**src/rtl/gearbox_param.sv**
```systemverilog
// Width converter: repacks an IN_W-bit stream into OUT_W-bit words MSB-first,
// with valid/ready on both sides and a zero-padded, keep-masked frame flush.
module gearbox_param #(
  parameter int unsigned IN_W  = 24,
  parameter int unsigned OUT_W = 32,
  localparam int unsigned KW   = OUT_W / 8
) (
  input  logic             clk,
  input  logic             reset,
  input  logic [IN_W-1:0]  data_in,
  input  logic             data_in_last,
  input  logic             data_en,
  output logic             data_in_rdy,
  output logic [OUT_W-1:0] data_out,
  output logic [KW-1:0]    data_out_keep,
  output logic             data_out_last,
  output logic             data_out_en,
  input  logic             data_out_rdy
);

  localparam int unsigned BW = IN_W + OUT_W;
  localparam int unsigned CW = $clog2(BW + 1);
  localparam logic [CW-1:0] OUT_C = CW'(OUT_W);
  localparam logic [CW-1:0] IN_C  = CW'(IN_W);

  typedef enum logic {FILL, FLUSH} state_t;

  state_t           state_q, state_d;
  logic [BW-1:0]    buf_q, buf_d;
  logic [CW-1:0]    cnt_q, cnt_d;
  logic [CW-1:0]    consumed, pos;
  logic [BW-1:0]    shifted;
  logic             accept, fire;
  logic             en_d, last_d;
  logic [KW-1:0]    keep_d;

  // Ready depends only on registered state and reset, never on data_out_rdy.
  always_comb begin
    data_in_rdy = !reset && (state_q == FILL) && (cnt_q <= OUT_C);
  end

  // Shift out the fired word first, then insert the accepted word below the survivors.
  always_comb begin
    accept   = data_en && data_in_rdy;
    fire     = data_out_en && data_out_rdy;
    consumed = fire ? ((cnt_q < OUT_C) ? cnt_q : OUT_C) : '0;
    shifted  = fire ? (buf_q << OUT_W) : buf_q;
    pos      = cnt_q - consumed;
    buf_d    = shifted;
    cnt_d    = pos;
    state_d  = state_q;
    if (accept) begin
      buf_d = shifted | ({data_in, {OUT_W{1'b0}}} >> pos);
      cnt_d = pos + IN_C;
      if (data_in_last) state_d = FLUSH;
    end
    if ((state_q == FLUSH) && fire && (cnt_q <= OUT_C)) state_d = FILL;
  end

  // Output qualifiers for the next cycle, derived from the next buffer state.
  always_comb begin
    en_d   = (cnt_d >= OUT_C) || ((state_d == FLUSH) && (cnt_d != '0));
    last_d = (state_d == FLUSH) && (cnt_d != '0) && (cnt_d <= OUT_C);
    keep_d = '0;
    if (en_d) begin
      if (last_d) begin
        for (int j = 0; j < KW; j++) begin
          keep_d[KW-1-j] = (32'(cnt_d) >= 32'(8 * (j + 1)));
        end
      end else begin
        keep_d = '1;
      end
    end
  end

  always_ff @(posedge clk) begin
    if (reset) begin
      state_q       <= FILL;
      buf_q         <= '0;
      cnt_q         <= '0;
      data_out      <= '0;
      data_out_keep <= '0;
      data_out_last <= 1'b0;
      data_out_en   <= 1'b0;
    end else begin
      state_q       <= state_d;
      buf_q         <= buf_d;
      cnt_q         <= cnt_d;
      data_out      <= buf_d[BW-1 -: OUT_W];
      data_out_keep <= keep_d;
      data_out_last <= last_d;
      data_out_en   <= en_d;
    end
  end

endmodule

```
**config.mk**
```make
export PLATFORM = sky130hd
export DESIGN_NAME = gearbox_param
export DESIGN_NICKNAME = d
export VERILOG_FILES = /design/src/rtl/gearbox_param.sv
export SDC_FILE = /design/constraint.sdc
export NUM_CORES = 1
export LEC_CHECK = 0
export ABC_AREA = 0
export CAP_MARGIN = 40
export CORE_MARGIN = 3
export CORE_UTILIZATION = 30
export CTS_CLUSTER_SIZE = 8
export DETAILED_ROUTE_END_ITERATION = 12
export PLACE_DENSITY_LB_ADDON = 0.08
export SLEW_MARGIN = 20
export SYNTH_ARGS = -nofsm -noshare
export SYNTH_HDL_FRONTEND = slang
export SYNTH_SLANG_ARGS = --single-unit
```
**constraint.sdc**
```tcl
create_clock -name clk -period 6.29 [get_ports clk]
set_input_delay 1.258 -clock clk [delete_from_list [all_inputs] [get_ports clk]]
set_output_delay 1.258 -clock clk [all_outputs]
set_load 0.005 [all_outputs]
```
==> impl_metrics.json <==
{
  "status": "finished clean",
  "yosysUniqueCellTypes": 67,
  "area_growth_pct": 17.84,
  "synth_area_mm2": 0.004974,
  "regArea_mm2": 0.001381,
  "final.period_utilization_pct": 73.46,
  "gp_congestion": 0.9082,
  "vias": 4684,
  "io_pins": 68,
  "insertion_delay_ps": 340,
  "yosysSeqAreaShare_pct": 27.77,
  "grt_max_degree": 57,
  "finish.instance_area_mm2": 0.005861,
  "netlist_instances": 596,
  "yosys.area.top_type_share_pct": 27.77,
  "place_area_mm2": 0.005560,
  "slowest_stage": "mux4_2",
  "ys_top_cells_by_area": "dfxtp_1 28%, mux4_2 11%, nand2_1 7.6%",
  "critPathBufInv": 3,
  "cpPeakStageDelay_ps": 590,
  "worst_slew_pin_slew_ps": 808.6,
  "cts_root_buffer": "clkbuf_16",
  "fin_nets": 649,
  "drv_cap": 0,
  "wirelength_mm": 16.22,
  "fp.coreArea_mm2": 0.01606,
  "rsz0062_at_grt": "no",
  "start_kind": "input port",
  "fill_cells": 1655,
  "ir_drop_uv": 142.5,
  "p_per_area_mw_per_mm2": 321.1,
  "clk_pin_slew_ps": 60,
  "yosysWarningCount": 0,
  "critPathCaptureType": "flip-flop",
  "antenna_found_initial": 0,
  "synth.largest_area_cell": "dfxtp_1",
  "io_buffers": 67,
  "grt_pass1_vias": 4382,
  "p_leak_uw": 0.002035,
  "required_ps": 6490,
  "wire_per_inst_um": 19.43,
  "grt_pass1_wl_mm": 25.52,
  "grt_usage_pct": 17.97,
  "cts_tree": "built",
  "first_iter_violations": 425,
  "place_hpwl_mm": 12.10,
  "setup_tns_ps": 0,
  "cp.arrival_ps": 4820,
  "fin_cells": 835,
  "antenna_left": 0,
  "postCtsHoldBufs": 0,
  "crit_fanout": 33,
  "crit_family": "buffers and inverters",
  "yosysMostFrequentCell": "nand2_1",
  "synth.avg_cell_area_um2": 8.345,
  "overflow": 0,
  "post_cts_buffers": 0,
  "path_cells": "clkdlybuf4s50_1 > nand2_1 > nor3_1 > ha_1 > inv_1 > fa_1 > buf_4 > mux4_2 > and2_1 > o211ai_1 > o211ai_1 > a221oi_1 > nor3_1",
  "placed_cells_incl_taps": 819,
  "async_reset_ff_share_pct": 0,
  "syn_nets": 631,
  "finClkSkew_ps": 7.237,
  "path_class": "input port to flip-flop",
  "die_area_mm2": 0.01816,
  "synth_edf_count": 0,
  "setup_viol": 0,
  "max_freq_mhz": 216.4,
  "fp-row-count": 46,
  "maxSlewViolCount": 0,
  "vias_per_cell": 5.610,
  "die_w_um": 134.8,
  "maxSlewHeadroom_pct": 45.92,
  "multi_input_area_mm2": 0.003063,
  "cts_sinks": 69,
  "synthTopCellsByCount": "101 x nand2_1, 69 x dfxtp_1, 37 x buf_4",
  "synth_seq_cells": 69,
  "numCtsBuffers": 9,
  "ys.flop_type": "dfxtp_1",
  "die_h_um": 134.8,
  "hold_viol_final": 0,
  "cts_buffer_depth": 2,
  "cts_resized": 0,
  "hold_class": "flip-flop to flip-flop",
  "reg2reg_slack_ps": 2700,
  "drc": 0,
  "period_minus_slack_ps": 4620,
  "drive_above_1_share_pct": 12.76,
  "antennaDiodeCount": 0,
  "drtPass1Iterations": 5,
  "start_util_pct": 30.97,
  "htreeDepth": 3
}
[kinds of logic after synthesis]
group	after synthesis	share of synthesized area [%]
and+or+nand+nor	223	21.48
AOI/OAI and AO/OA	168	23.40
buffers and inverters	87	10.64
DFF	69	27.77
muxes	38	14.01
adders and majority gates	6	1.660
xor gates and xnor gates	5	1.032
[final cells by class]
class	count	share of cell area, %
clock inverter	7	1.281
timing repair buffer	86	13.92
multi-input combinational	440	52.26
inverter	8	0.5124
tap	216	4.611
clock buffer	9	3.843
sequential	69	23.57
[layout by cell type, fill, tap and decap left out, types with 9 or more instances in the layout]
master           Yosys  final
nand2_1            101    101
dfxtp_1             69     69
clkdlybuf4s50_1      0     66
nor2_1              31     31
mux4_2              25     25
a21oi_1             23     23
a22oi_1             23     23
nand3_1             19     19
a31oi_1             19     19
and2_1              18     18
buf_4               37     18
nor3_1              15     15
o21ai_1             14     14
o211ai_1            13     13
a32oi_1             13     13
o21ai_0             12     12
mux2i_1             10     10
o22ai_1             10     10
clkbuf_16            0      9
[metal layers]
metal,track usage (%),wire length (µm),vias up
met5,0,0,-
met1,26.92,7988,2276
met3,3.726,932,11
met2,26.54,7143,165
met4,4.016,156,0
li1,-,-,2232
[flip-flops by register name, indices dropped and copies added (netlist names)]
| signal | cells |
|---|---|
| data_out | 32 |
| cnt_q | 6 |
| data_out_en | 1 |
| data_out_keep | 4 |
| data_out_last | 1 |
| buf_q | 24 |
| state_q | 1 |
[metrics by stage]
step                utilization [%]  worst slack [ps]  hold WS, ps  total power [µW]
global route                  36.50              1434        450.8              2002
finish                        36.50              1670        434.6              1882
global placement              34.53              1335        428.2              1372
floorplan                         -              2062        414.9              1123
detailed placement            34.63              1314        429.9              1371
CTS                           36.50              1669        437.8              1893
[tightest hold or removal path, cell delays in order, from the launching register on]
cell and delay (ps):
dfxtp_1 310, nand2_1 50, nand2_1 40
[power by group]
group / switching, µW / leakage (µW) / internal [µW] / total [µW]
combinational: 474 / 0.00134 / 320 / 793
clock: 210 / 0.000138 / 308 / 518
sequential: 45.7 / 0.000561 / 525 / 571
total: 729 / 0.00203 / 1150 / 1880
[path summary, 6_finish.rpt]
path,depth (start not counted),startpoint,to
worst min-delay path,2,data_out[6]$_SDFF_PP0_,data_out[6]$_SDFF_PP0_
worst max register to register,12,cnt_q[0]$_SDFF_PP0_,data_out[13]$_SDFF_PP0_
worst max-delay path,13,data_out_rdy,data_out[13]$_SDFF_PP0_
worst min register to register,2,data_out[6]$_SDFF_PP0_,data_out[6]$_SDFF_PP0_
(Power assumes the default switching activity.)
